--- src/rtl/prog_delay_line.sv ---
// prog_delay_line: run-time programmable delay line over a circular sample buffer.
module prog_delay_line #(
  parameter int WIDTH = 8,
  parameter int DEPTH = 16,
  parameter int AW    = 4
) (
  input  logic             clk,
  input  logic             reset,
  input  logic [WIDTH-1:0] D,
  input  logic             in_valid,
  input  logic [AW-1:0]    delay_sel,
  input  logic             flush,
  output logic [WIDTH-1:0] Q,
  output logic             out_valid,
  output logic             primed
);
  logic [WIDTH-1:0] mem [DEPTH];
  logic [AW-1:0] wr_ptr, fill, dly_q, fill_eff, fill_nxt, dly_nxt;
  logic hit;
  // flush discards history before the current sample is considered
  always_comb begin
    fill_eff = flush ? '0 : fill;
    hit      = fill_eff >= delay_sel;
    fill_nxt = !in_valid ? fill_eff : (fill_eff == AW'(DEPTH - 1)) ? fill_eff : fill_eff + AW'(1);
    dly_nxt  = in_valid ? delay_sel : dly_q;
  end
  always_ff @(posedge clk)
    if (in_valid) mem[wr_ptr] <= D;
  always_ff @(posedge clk or negedge reset)
    if (!reset) begin
      wr_ptr    <= '0;
      fill      <= '0;
      dly_q     <= '0;
      Q         <= '0;
      out_valid <= 1'b0;
      primed    <= 1'b0;
    end else begin
      fill      <= fill_nxt;
      dly_q     <= dly_nxt;
      primed    <= fill_nxt >= dly_nxt;
      out_valid <= in_valid && hit;
      if (in_valid) wr_ptr <= wr_ptr + AW'(1);
      if (in_valid && hit) Q <= (delay_sel == '0) ? D : mem[wr_ptr - delay_sel];
    end
endmodule
--- config.mk ---
export PLATFORM = sky130hd
export DESIGN_NAME = prog_delay_line
export DESIGN_NICKNAME = d
export VERILOG_FILES = /design/src/rtl/prog_delay_line.sv
export SDC_FILE = /design/constraint.sdc
export NUM_CORES = 1
export LEC_CHECK = 0
export ABC_AREA = 1
export BUFFER_PORTS_ARGS = -buffer_cell sky130_fd_sc_hd__buf_2
export CAP_MARGIN = 40
export CELL_PAD_IN_SITES_DETAIL_PLACEMENT = 1
export CELL_PAD_IN_SITES_GLOBAL_PLACEMENT = 2
export CORE_MARGIN = 4
export CORE_UTILIZATION = 40
export CTS_BUF_LIST = sky130_fd_sc_hd__clkbuf_16
export CTS_CLUSTER_DIAMETER = 40
export DETAILED_ROUTE_END_ITERATION = 8
export PLACE_DENSITY = 0.85
export SLEW_MARGIN = 20
export SYNTH_ARGS = -nofsm -noshare
export SYNTH_HDL_FRONTEND = slang
export SYNTH_SLANG_ARGS = --single-unit
--- constraint.sdc ---
create_clock -name clk -period 2.94 [get_ports clk]
set_input_delay 0.588 -clock clk [delete_from_list [all_inputs] [get_ports clk]]
set_output_delay 0.588 -clock clk [all_outputs]
set_load 0.1 [all_outputs]
* Word level (Yosys, flattened, before mapping)
Memories as Yosys holds them, arrays and structs flattened. A register that Yosys moved wholly into a read port is not among the register bits. Index checks and enable logic that the tools add are counted.
Word-level totals: memories kept 1, bits in latches 0, input bits 16, bits in read-only memories 0, output and inout port bits 10, RAM bits 128, register bits after elaboration 14
Operators by class: div/mod/pow operators 0, add/sub/neg operators 3, order comparisons 2, equal/unequal tests 1, multiplexer cells 6, reduce and logical (&&, ||, !) cells 2, bitwise gates (word level) 0, shifts and indexed selects 0, multiply operators 0
Memories:
- mem | words 16, width 8, rd ports 1, clocked after Yosys merged registers in 1, write ports 1, RTL line 17 | logic [WIDTH-1:0] mem [DEPTH];
Operator list (number):
- $mux 4 | 4
- $add 4x1->4 const B | 2
- $ge 4x4->1 | 2
- $eq 4x4->1 const B | 1
- $sub 4x4->4 | 1
- $mux 1 | 2
- $logic_and 1x1->1 | 1
- $logic_not 1->1 | 1

* Longest topological paths before layout
Gate-level depths: netlist of the first run.
word-level depth 5, gate-level depth with buffers 15, depth with buffers taken out 14

* Worst setup path after synthesis of the first run
OpenSTA, ideal clock, no wires.
path kind input -> register, from input port flush, to register primed, library setup time 0.130 ns, required time 2.810 ns, stages on the path 10, arrival 2.228 ns, path slack 0.582 ns, buffers on the path 0, cell sequence nor2_1 ha_1 nand2_1 o21ai_0 mux2_2 ha_1 inv_1 nor2_1 o211ai_1 nand3_1
Between the ends: longest elaborated chain between the ends 5, elaborated cells on any way between the ends 6, classes of those cells add/sub: 1; order compare: 1; eq/ne: 1; mux: 3
Ends and longest elaborated chain:
- start: declaration | RTL line 12 | input logic flush,
- $mux 4 (*) | RTL line 22 | fill_eff = flush ? '0 : fill;
- $add 4x1->4 or $eq 4x4->1 (tied branches) | RTL line 24 | fill_nxt = !in_valid ? fill_eff : (fill_eff == AW'(DEPTH - 1)) ? fill_eff : fill_eff + AW'(1);
- $mux 4 | RTL line 24
- $mux 4 (*) | RTL line 24
- via fill_nxt[1] | RTL line 18 | logic [AW-1:0] wr_ptr, fill, dly_q, fill_eff, fill_nxt, dly_nxt;
- $ge 4x4->1 (*) | RTL line 40 | primed <= fill_nxt >= dly_nxt;
- end signal: assignment | RTL line 40
- end: declaration | RTL line 15 | output logic primed
Mark *: on every way through the listed nets, which the timed path passes. The rest lies on a longest branch. A chain may end at the register's enable or synchronous reset.

* Worst setup path after layout of the first run
from register wr_ptr[0], to register Q[0] (read register of mem)
Between the ends: longest elaborated chain between the ends 1
Ends and longest elaborated chain:
- start: declaration | RTL line 18
- start signal: assignment | RTL line 42 | if (in_valid) wr_ptr <= wr_ptr + AW'(1);
- $sub 4x4->4 | RTL line 43 | if (in_valid && hit) Q <= (delay_sel == '0) ? D : mem[wr_ptr - delay_sel];
- end: declaration | RTL line 13 | output logic [WIDTH-1:0] Q,
No other way between the ends.

==> results of run 1 <==
## cells in the mapped netlist, types with 2 or more instances
master	count
inv_1	145
nand3_1	126
nand2_1	200
dfrtp_1	22
nor2_1	21
buf_2	19
o21ai_0	7
a21oi_1	5
inv_2	3
nand4_1	11
ha_1	15
edfxtp_1	128
nand2_2	2
xor2_1	4
clkbuf_1	4
buf_4	2
## through the flow
stage	instance area, sq um	cells
3_5_place_dp	7460	964
4_1_cts	8070	996
6_report	8070	997
2_1_floorplan	7010	724
3_3_place_gp	7460	964
5_1_grt	8070	997
## worst register-to-register path, delay by kind of cell (launching register included)
kind | cells | cell delay, ns
buf+inv | 4 | 0.47
simple gates | 6 | 0.79
compound gates | 1 | 0.13
fa+ha+maj | 2 | 0.78
flops | 1 | 0.45
## per-layer routing
metal  GRT usage, %  wire [um]  vias to the layer above
met2           32.0       8890                       97
met3           4.37        835                       22
met1           26.2       8250                     2503
met4           5.81        258                        0
li1               -          -                     2403
met5              0          0                        -
## cell type report
| class | instances | area, sq um | area share, % |
|---|---|---|---|
| multi-input cells | 401 | 1940 | 24.1 |
| inverters | 148 | 556 | 6.88 |
| well taps | 225 | 282 | 3.49 |
| clock inverters | 15 | 180 | 2.23 |
| clock buffers | 17 | 425 | 5.27 |
| repair buffers | 41 | 295 | 3.66 |
| flip-flops and latches | 150 | 4390 | 54.4 |
## state kept, by name, summed over array words and instances (netlist names)
register	flops
mem	128
primed	1
wr_ptr	4
out_valid	1
fill	4
Q	8
dly_q	4
## how the worst max path moves through the flow
stage                           from  depth (start not counted)                to
2_1_floorplan                  flush                         10  primed$_DFF_PN0_
3_3_place_gp                   flush                         11  primed$_DFF_PN0_
3_5_place_dp            delay_sel[0]                         13  Q[3]$_DFFE_PN0P_
4_1_cts        wr_ptr[0]$_DFFE_PN0P_                         13  Q[0]$_DFFE_PN0P_
5_1_grt        wr_ptr[0]$_DFFE_PN0P_                         13  Q[4]$_DFFE_PN0P_
6_report       wr_ptr[0]$_DFFE_PN0P_                         13  Q[0]$_DFFE_PN0P_
## power by group
part / total, mW / leakage, nW / internal, mW / switching (mW)
clock network: 2.23 / 0.296 / 1.34 / 0.893
registers: 2.71 / 1.43 / 2.58 / 0.123
logic: 3.63 / 1.96 / 1.01 / 2.63
## cell families (layout without fill, tap and decap cells)
group / after synthesis / count (layout) / synth area share, %
muxes: 1 / 1 / 0.161
adders and majority gates: 16 / 16 / 2.96
xor gates and xnor gates: 4 / 4 / 0.499
DFF: 150 / 150 / 62.6
and+or+nand+nor: 364 / 364 / 22.6
AOI/OAI and AO/OA: 16 / 16 / 1.43
buffers and inverters: 173 / 221 / 9.70
==> results.py, run 1 <==
metrics = {
    "placed_design": {
        "gpl.final_weighted_congestion": 0.816,
        "pre_cts_slack_ns": 0.197,
        "detailedPlacementHpwl_um": 12300,
        "io_buffers": 25,
    },
    "detailed_routing": {
        "drt_pass1_iterations": 4,
        "num_vias": 5025,
        "routedWlPerCell_um": 18.3,
        "post_drt_via_cell_ratio": 5.04,
        "initialDrtViolationCount": 333,
        "route.antenna.remaining_nets": 0,
        "route.final.wire_length_um": 18200,
        "drt_drc_violations_left": 0,
    },
    "synth": {
        "synth.top_cells.by_area": "edfxtp_1, nand2_1, nand3_1",
        "postSynth.asyncResetShare_pct": 14.7,
        "seq_area_frac_synth_pct": 62.6,
        "synthDominantAreaCellType": "edfxtp_1",
        "synth_top_cell_area_share_pct": 54.8,
        "synth_warnings": 0,
        "synthesis.area_per_instance_sq_um": 9.69,
        "number_of_enable_flip_flop_cells_after_synthesis": 128,
        "synth-seq-cells": 150,
        "syn_inst": 724,
        "yosysUniqueCellTypes": 26,
        "mappedNetlistArea_sq_um": 7010,
        "synthesis.nets": 756,
        "dominantRegCellSynth": "edfxtp_1",
    },
    "clock_network": {
        "clock_tree.root_cell": "clkbuf_16",
        "cts_setup_buffers": 0,
        "post_cts_resize_count": 0,
        "clock_tree.htree_level_count": 4,
        "cts.hold.buffers_added": 0,
        "cts_buffers": 17,
        "buffer_levels_on_the_longest_clock_path": 2,
        "cts.sink_count": 150,
        "clock_insertion_delay_worst_skew_ns": 0.42,
        "cts_tree": "yes",
        "clk_transition_reported_paths_ns": 0.06,
    },
    "setup_path": {
        "worst_r2r_path_depth": 13,
        "reg2reg_slack_ns": 0.24,
        "timing_worst_setup_path_type": "reg2reg",
        "cp_top_family": "simple AND/OR/NAND/NOR gates",
        "cp_common_cell": "nand3_1",
        "crit-reg2reg-launch": "wr_ptr[0]$_DFFE_PN0P_",
        "critical_path_buf_inv_count": 4,
        "crit_arrival_ns": 3.06,
        "crit_path_start_kind": "register",
        "worstPathRequired_ns": 3.30,
        "worst-path-max-fanout": 33,
        "cpPeakStageDelay_ns": 0.59,
        "crit_path_cell_trace": "inv_1 -> ha_2 -> inv_1 -> fa_1 -> inv_2 -> buf_12 -> a21oi_2 -> nand3_1 -> nor2_4 -> nand3_4 -> nand3_1 -> nand3_1 -> nand2_1",
        "critPathCaptureType": "register",
        "critical_path.reg2reg.endpoint": "Q[0]$_DFFE_PN0P_",
        "crit_slowest_cell": "fa_1",
    },
    "pwr": {
        "cellLeakagePower_nw": 3.69,
        "total_power_after_layout_mw": 8.58,
        "vdd_drop_max_v": 0.000564,
        "p_per_area_nw_per_um2": 1060,
    },
    "floorplan": {
        "die_height_um": 140,
        "dieWidth_um": 140,
        "io-pin-count": 26,
        "dieArea_sq_um": 19700,
        "core-area_sq_um": 17200,
        "num_rows": 48,
        "initial_core_util_pct": 40.7,
    },
    "status": {
        "outcome": "finished, final reports clean",
    },
    "sta": {
        "finClkSkew_ns": 0.00887,
        "timing.final.max_slew_violations": 0,
        "final_period_minus_worst_setup_slack_ns": 2.70,
        "setup_viol": 0,
        "max_freq_mhz": 371,
        "fin_crit_sh_pct": 91.7,
        "fin_setup_tns_ns": 0,
        "max_slew_headroom_pct": 47.2,
        "final_report_hold_violation_count": 0,
        "worstMarginPinSlew_ns": 0.790,
        "rsz0062_at_grt": "false",
        "final.setup.worst_slack_ns": 0.243,
        "fin_hold_ws_ns": 0.151,
    },
    "final_layout": {
        "layout.cells.most_common_list": "nand2_1, inv_1, edfxtp_1, nand3_1, buf_2",
        "layout.filler_cells": 1961,
        "most_common_cell_after_layout_fill_and_taps_aside": "nand2_1",
        "antenna_diode_count": 0,
        "fin_nets": 791,
        "utilization_pct": 46.8,
        "area_growth_syn_to_layout_pct": 15.1,
        "post_route_cells_drive_above_1_share_pct": 10.9,
    },
    "global_routing": {
        "initial_antenna_violation_count": 0,
        "via_count_of_the_first_global_routing_pass": 5461,
        "grt_overflow": 0,
        "wire_length_of_the_first_global_routing_pass_um": 29500,
        "grt_max_degree": 66,
        "gr-usage-all-layers_pct": 19.5,
    },
    "flow_run": {
        "max_capacitance_violation_total": 0,
    },
    "min_path": {
        "min-delay-path-class": "in2async",
    },
}
Power figures use the tool's default switching activity.
==> inputs of run 2 (changes only) <==
- GPL_TIMING_DRIVEN: not set -> 0
==> run 2 against run 1 <==
  * First-iteration DRC count down 6.0%
  * Via count is essentially flat
  * Fmax fell by 2.8%
  * Final cell count rose by 1.3%
  * Routed wire length down 0.57%
  * Combinational power hardly changed
  * Flip-flop and latch count unchanged
  * Count of clock-buffer cells in the layout is the same
  * Register-to-register slack got worse by 0.08 ns
  * Die area did not move
  * Sequential share of layout area rose by 0.33 points
  * Setup slack lost 0.078 ns
==> results.py, run 2 (same netlist as run 1, synthesis figures left out) <==
metrics = {
    "detailed_routing": {
        "drt_pass1_iterations": 4,
        "initialDrtViolationCount": 313,
        "routedWlPerCell_um": 18.0,
        "route.final.wire_length_um": 18100,
        "num_vias": 5020,
        "route.antenna.remaining_nets": 0,
        "drt_drc_violations_left": 0,
        "post_drt_via_cell_ratio": 4.97,
    },
    "clock_network": {
        "buffer_levels_on_the_longest_clock_path": 2,
        "clock_insertion_delay_worst_skew_ns": 0.43,
        "cts_tree": "yes",
        "clk_transition_reported_paths_ns": 0.06,
        "clock_tree.root_cell": "clkbuf_16",
        "clock_tree.htree_level_count": 4,
        "cts_buffers": 17,
        "cts.sink_count": 150,
        "cts.hold.buffers_added": 0,
    },
    "setup_path": {
        "crit_end": "Q[1]$_DFFE_PN0P_",
        "crit_path_start_kind": "register",
        "critical_path_buf_inv_count": 4,
        "timing_worst_setup_path_type": "reg2reg",
        "critPathCaptureType": "register",
        "cp_common_cell": "nand3_1",
        "cpPeakStageDelay_ns": 0.47,
        "reg2reg_slack_ns": 0.16,
        "worst_r2r_path_depth": 12,
        "crit_slowest_cell": "fa_1",
        "critical_path.startpoint": "wr_ptr[0]$_DFFE_PN0P_",
        "total_number_of_cells_along_the_worst_setup_path": 12,
        "crit-reg2reg-launch": "wr_ptr[0]$_DFFE_PN0P_",
        "worst-path-max-fanout": 10,
        "worstPathRequired_ns": 3.30,
        "critical_path.reg2reg.endpoint": "Q[1]$_DFFE_PN0P_",
        "crit_path_cell_trace": "inv_1 -> ha_1 -> inv_1 -> fa_1 -> buf_2 -> clkbuf_1 -> nand3_1 -> nand3_1 -> nand3_1 -> nand3_1 -> nand3_1 -> nand2_1",
        "cp_top_family": "buffers and inverters",
        "crit_arrival_ns": 3.14,
    },
    "global_routing": {
        "grt_overflow": 0,
        "initial_antenna_violation_count": 0,
        "wire_length_of_the_first_global_routing_pass_um": 28800,
        "gr-usage-all-layers_pct": 19.4,
        "via_count_of_the_first_global_routing_pass": 5305,
        "grt_max_degree": 23,
    },
    "floorplan": {
        "io-pin-count": 26,
        "core-area_sq_um": 17200,
        "die_height_um": 140,
        "num_rows": 48,
        "initial_core_util_pct": 40.7,
        "dieArea_sq_um": 19700,
        "dieWidth_um": 140,
    },
    "pwr": {
        "clock_power_share_pct": 24.7,
        "power_switching_mw": 3.59,
        "power_switching_share_pct": 43.0,
        "total_power_after_layout_mw": 8.37,
        "comb_power_share_pct": 43.0,
        "vdd_drop_max_v": 0.000483,
        "cellLeakagePower_nw": 3.69,
        "share_of_power_burned_in_registers_pct": 32.3,
        "p_int_mw": 4.77,
        "p_per_area_nw_per_um2": 1040,
    },
    "sta": {
        "rsz0062_at_grt": "false",
        "setup_viol": 0,
        "timing.final.max_slew_violations": 0,
        "finClkSkew_ns": 0.00629,
        "final_period_minus_worst_setup_slack_ns": 2.78,
        "fin_setup_tns_ns": 0,
        "final_report_hold_violation_count": 0,
        "worstMarginPinSlew_ns": 0.825,
        "max_freq_mhz": 360,
        "fin_crit_sh_pct": 94.4,
        "max_slew_headroom_pct": 44.8,
    },
    "final_layout": {
        "top_regs": "mem: 128 flops, Q: 8 flops",
        "multi_input_comb_area_sq_um": 1940,
        "area_growth_syn_to_layout_pct": 14.4,
        "seqCellArea_sq_um": 4390,
        "finish.cell_count_without_fillers": 1010,
        "most_common_cell_after_layout_fill_and_taps_aside": "nand2_1",
        "utilization_pct": 46.6,
        "largest_reg_flops": 128,
        "layout.cells.most_common_list": "nand2_1, inv_1, edfxtp_1, nand3_1, buf_2",
        "stdcell_area_sq_um": 8030,
        "post_route_cells_drive_above_1_share_pct": 11.8,
        "antenna_diode_count": 0,
        "layout.filler_cells": 1965,
        "top_register": "mem",
        "fin_nets": 805,
    },
    "placed_design": {
        "dpl.cell_count": 973,
        "detailedPlacementHpwl_um": 12800,
        "placed_inst_area_sq_um": 7420,
        "io_buffers": 24,
        "gpl.final_weighted_congestion": 0.815,
    },
    "status": {
        "outcome": "finished, final reports clean",
    },
    "flow_run": {
        "max_capacitance_violation_total": 0,
    },
    "min_path": {
        "min-delay-path-class": "in2async",
    },
}
run 2: power by group through the flow:
stage	Clock [mW]	Sequential, mW	Combinational (mW)
2_1_floorplan	0	3.13	2.04
3_3_place_gp	0	2.74	3.46
3_5_place_dp	0	2.75	3.56
4_1_cts	2.10	2.71	3.58
5_1_grt	2.21	2.73	3.97
6_report	2.07	2.70	3.60
run 2: cell type report:
cell class,instances,area share (%)
Buffer,25,1.59
Clock buffer,17,5.30
Clock inverter,14,1.70
Inverter,148,6.92
Multi-Input combinational cell,401,24.2
Sequential cell,150,54.8
Tap cell,225,3.51
Timing Repair Buffer,30,2.06
run 2: what timing repair did:
item,in CTS,in global routing
resized for setup,0,4
buffers inserted,0,4
setup endpoints to repair,0,3
run 2: through the flow:
| stage | setup WS (ns) | hold slack, ns |
|---|---|---|
| 2_1_floorplan | 0.582 | 0.292 |
| 3_3_place_gp | 0.0932 | 0.463 |
| 3_5_place_dp | 0.0593 | 0.470 |
| 4_1_cts | 0.0703 | 0.138 |
| 5_1_grt | 0.0178 | 0.170 |
| 6_report | 0.164 | 0.134 |
run 2: worst min-delay path by stage:
stage | cells after the start | end
floorplan | 0 | Q[0]$_DFFE_PN0P_
finish | 1 | Q[2]$_DFFE_PN0P_
CTS | 1 | Q[2]$_DFFE_PN0P_
global placement | 2 | Q[7]$_DFFE_PN0P_
global route | 1 | Q[2]$_DFFE_PN0P_
detailed placement | 2 | Q[1]$_DFFE_PN0P_
run 2: per-layer routing:
| metal | part of all wire, % | wire, um | track usage (%) |
|---|---|---|---|
| met5 | 0 | 0 | 0 |
| met2 | 50 | 9100 | 33.1 |
| met3 | 3.9 | 699 | 3.48 |
| met4 | 1.7 | 317 | 5.56 |
| met1 | 44 | 8020 | 25.4 |
==> inputs of run 3 (changes only) <==
- ABC_AREA: 1 -> not set
- CORE_UTILIZATION: 40 -> 47
==> run 3 against run 2 <==
  * Sequential power about the same
  * Register-to-register slack got worse by 0.02 ns
  * Power increased by 0.38%
  * Clock power increased by 6%
  * Final area decreased by 7.2%
  * Setup slack got worse by 0.016 ns
  * Non-clock buffer count decreased by 10
  * First-iteration DRC count decreased by 13%
  * Via count decreased by 32%
  * Largest cell class unchanged
  * Final cell count decreased by 41%
  * Routed wire length decreased by 22%
  * Hold slack improved by 0.0013 ns
==> results.py, run 3 <==
metrics = {
    "status": {
        "outcome": "finished, final reports clean",
    },
    "placed_design": {
        "placed_inst_area_sq_um": 6770,
        "gpl.final_weighted_congestion": 0.782,
        "io_buffers": 24,
        "detailedPlacementHpwl_um": 9240,
    },
    "sta": {
        "timing.final.max_slew_violations": 0,
        "finClkSkew_ns": 0.00720,
        "rsz0062_at_grt": "false",
        "max_slew_headroom_pct": 48.0,
        "fin_crit_sh_pct": 95.0,
        "worstMarginPinSlew_ns": 0.776,
        "setup_viol": 0,
        "final_report_hold_violation_count": 0,
        "max_freq_mhz": 358,
        "final_period_minus_worst_setup_slack_ns": 2.79,
    },
    "detailed_routing": {
        "route.antenna.remaining_nets": 0,
        "post_drt_via_cell_ratio": 5.66,
        "routedWlPerCell_um": 23.7,
        "num_vias": 3393,
        "initialDrtViolationCount": 271,
        "route.final.wire_length_um": 14200,
        "drt_pass1_iterations": 4,
        "drt_drc_violations_left": 0,
    },
    "floorplan": {
        "initial_core_util_pct": 48.2,
        "num_rows": 42,
        "die_height_um": 125,
        "io-pin-count": 26,
        "dieWidth_um": 125,
        "dieArea_sq_um": 15600,
        "core-area_sq_um": 13300,
    },
    "pwr": {
        "vdd_drop_max_v": 0.000497,
        "share_of_power_burned_in_registers_pct": 32.3,
        "p_int_mw": 5.40,
        "comb_power_share_pct": 41.4,
        "clock_power_share_pct": 26.2,
        "power_switching_mw": 3.00,
        "power_switching_share_pct": 35.7,
        "p_per_area_nw_per_um2": 1130,
        "cellLeakagePower_nw": 2.68,
    },
    "clock_network": {
        "clock_insertion_delay_worst_skew_ns": 0.42,
        "clock_tree.root_cell": "clkbuf_16",
        "cts.sink_count": 150,
        "clk_transition_reported_paths_ns": 0.06,
        "cts_buffers": 17,
        "clock_tree.htree_level_count": 4,
        "cts_tree": "yes",
        "buffer_levels_on_the_longest_clock_path": 2,
        "cts.hold.buffers_added": 0,
    },
    "setup_path": {
        "cpPeakStageDelay_ns": 0.48,
        "critical_path.reg2reg.endpoint": "Q[5]$_DFFE_PN0P_",
        "worst_r2r_path_depth": 11,
        "crit_slowest_cell": "fa_1",
        "worstPathRequired_ns": 3.20,
        "timing_worst_setup_path_type": "reg2reg",
        "crit_arrival_ns": 3.06,
        "crit-reg2reg-launch": "wr_ptr[0]$_DFFE_PN0P_",
        "crit_path_cell_trace": "inv_2 -> ha_1 -> inv_1 -> fa_1 -> buf_4 -> buf_8 -> mux4_2 -> and3_2 -> a211oi_2 -> a311o_1 -> a31oi_1",
        "critPathCaptureType": "register",
        "crit_path_start_kind": "register",
        "reg2reg_slack_ns": 0.15,
        "worst-path-max-fanout": 10,
    },
    "synth": {
        "mappedNetlistArea_sq_um": 6400,
        "postSynth.asyncResetShare_pct": 14.7,
        "synthDominantAreaCellType": "edfxtp_1",
        "syn_inst": 363,
        "yosysUniqueCellTypes": 44,
        "synthesis.nets": 395,
        "synth.top_cells.by_area": "edfxtp_1, mux4_2, dfrtp_1",
        "synth.top_cells.by_count": "edfxtp_1, mux4_2, dfrtp_1, nand2_1, ha_1",
        "dominantRegCellSynth": "edfxtp_1",
        "number_of_enable_flip_flop_cells_after_synthesis": 128,
        "seq_area_frac_synth_pct": 68.6,
        "yosys.cell_count.top_type": "edfxtp_1",
        "synth-seq-cells": 150,
        "synth_top_cell_area_share_pct": 60.0,
        "synth_warnings": 0,
        "synthesis.area_per_instance_sq_um": 17.6,
    },
    "final_layout": {
        "area_growth_syn_to_layout_pct": 16.3,
        "antenna_diode_count": 0,
        "top_register": "mem",
        "largest_reg_flops": 128,
        "fin_nets": 442,
        "layout.filler_cells": 1186,
        "top_regs": "mem: 128 flops, Q: 8 flops",
        "post_route_cells_drive_above_1_share_pct": 31.7,
        "most_common_cell_after_layout_fill_and_taps_aside": "edfxtp_1",
        "layout.cells.most_common_list": "edfxtp_1, mux4_2, buf_2, nand2_1, dfrtp_1",
        "utilization_pct": 56.0,
        "stdcell_area_sq_um": 7450,
    },
    "min_path": {
        "min-delay-path-class": "in2async",
    },
    "flow_run": {
        "max_capacitance_violation_total": 0,
    },
    "global_routing": {
        "grt_max_degree": 23,
        "globalRoute.busiestLayer": "met2",
        "via_count_of_the_first_global_routing_pass": 3656,
        "groute.layer.met2.usage_pct": 30.7,
        "initial_antenna_violation_count": 0,
        "wire_length_of_the_first_global_routing_pass_um": 22300,
        "gr-usage-all-layers_pct": 19.5,
        "grt_overflow": 0,
        "global_route.usage.met3_pct": 4.72,
        "gr-usage-met1_pct": 26.4,
    },
}
[run 3: cell types whose count changed after synthesis, sizes merged, moves of 10 or more]
cell	before	now
nor2	22	10
nand4	11	1
nand2	202	31
mux4	0	32
nand3	128	2
buf	21	11
inv	148	13
and3	0	16
[run 3: worst max-delay path by stage]
stage / from / to / slack, ns / depth (start not counted)
after floorplan: delay_sel[0] / Q[3]$_DFFE_PN0P_ / 0.25 / 10
after global placement: delay_sel[0] / Q[4]$_DFFE_PN0P_ / -0.40 / 11
after detailed placement: delay_sel[0] / Q[3]$_DFFE_PN0P_ / -0.44 / 11
after CTS: wr_ptr[0]$_DFFE_PN0P_ / Q[5]$_DFFE_PN0P_ / 0.05 / 11
after global routing: wr_ptr[0]$_DFFE_PN0P_ / Q[3]$_DFFE_PN0P_ / 0.02 / 11
final: wr_ptr[0]$_DFFE_PN0P_ / Q[5]$_DFFE_PN0P_ / 0.15 / 11
[run 3: routing by layer]
| layer | vias to the layer above | routed length [um] |
|---|---|---|
| li1 | 1523 | - |
| met1 | 1761 | 6340 |
| met2 | 83 | 7000 |
| met3 | 26 | 568 |
| met4 | 0 | 310 |
| met5 | - | 0 |
[run 3: cell type report]
type | count | area, sq um | area share [%]
Multi-Input combinational cell | 183 | 1890 | 25.4
Inverter | 13 | 48.8 | 0.655
Tap cell | 176 | 220 | 2.96
Clock buffer | 17 | 425 | 5.71
Clock inverter | 15 | 174 | 2.34
Sequential cell | 150 | 4400 | 59.0
Timing Repair Buffer | 28 | 150 | 2.02
Buffer | 17 | 143 | 1.92
[run 3: power groups by stage]
stage	registers, mW	clock network, mW	logic [mW]
floorplan	3.14	0	2.08
global placement	2.74	0	3.24
detailed placement	2.76	0	3.29
CTS	2.72	2.24	3.44
global route	2.74	2.36	3.70
finish	2.72	2.20	3.48
[run 3: logic make-up after synthesis]
kind of cell / count (synthesis) / share of synthesized area, %
adder cells (fa/ha/maj): 16 / 3.24
AND/OR/NAND/NOR: 84 / 7.64
multiplexers: 38 / 12.2
XOR/XNOR: 9 / 1.35
flip-flops: 150 / 68.6
AO/OA/AOI/OAI: 36 / 4.24
buffers and inverters: 30 / 2.66
[run 3: per-stage QoR]
stage	instances	hold slack [ns]	power (mW)	setup slack, ns	TNS (ns)
2_1_floorplan	363	0.292	5.22	0.248	0
3_3_place_gp	563	0.469	5.98	-0.399	-12.60
3_5_place_dp	563	0.485	6.05	-0.444	-2.69
4_1_cts	596	0.135	8.41	0.0469	0
5_1_grt	599	0.155	8.80	0.0248	0
6_report	599	0.136	8.40	0.148	0
[run 3: critical path, delay by kind of cell, from the launching register on]
kind	cells	cell delay, ns
AOI/OAI and AO/OA	3	0.52
adders and majority gates	2	0.65
buffers and inverters	4	0.47
DFF	1	0.44
muxes	1	0.33
and+or+nand+nor	1	0.23
[run 3: what timing repair did]
item                       4_1_cts  5_1_grt
buffers inserted                 1        3
pin swaps                        1        1
resized for setup               10        3
setup endpoints to repair        8        8
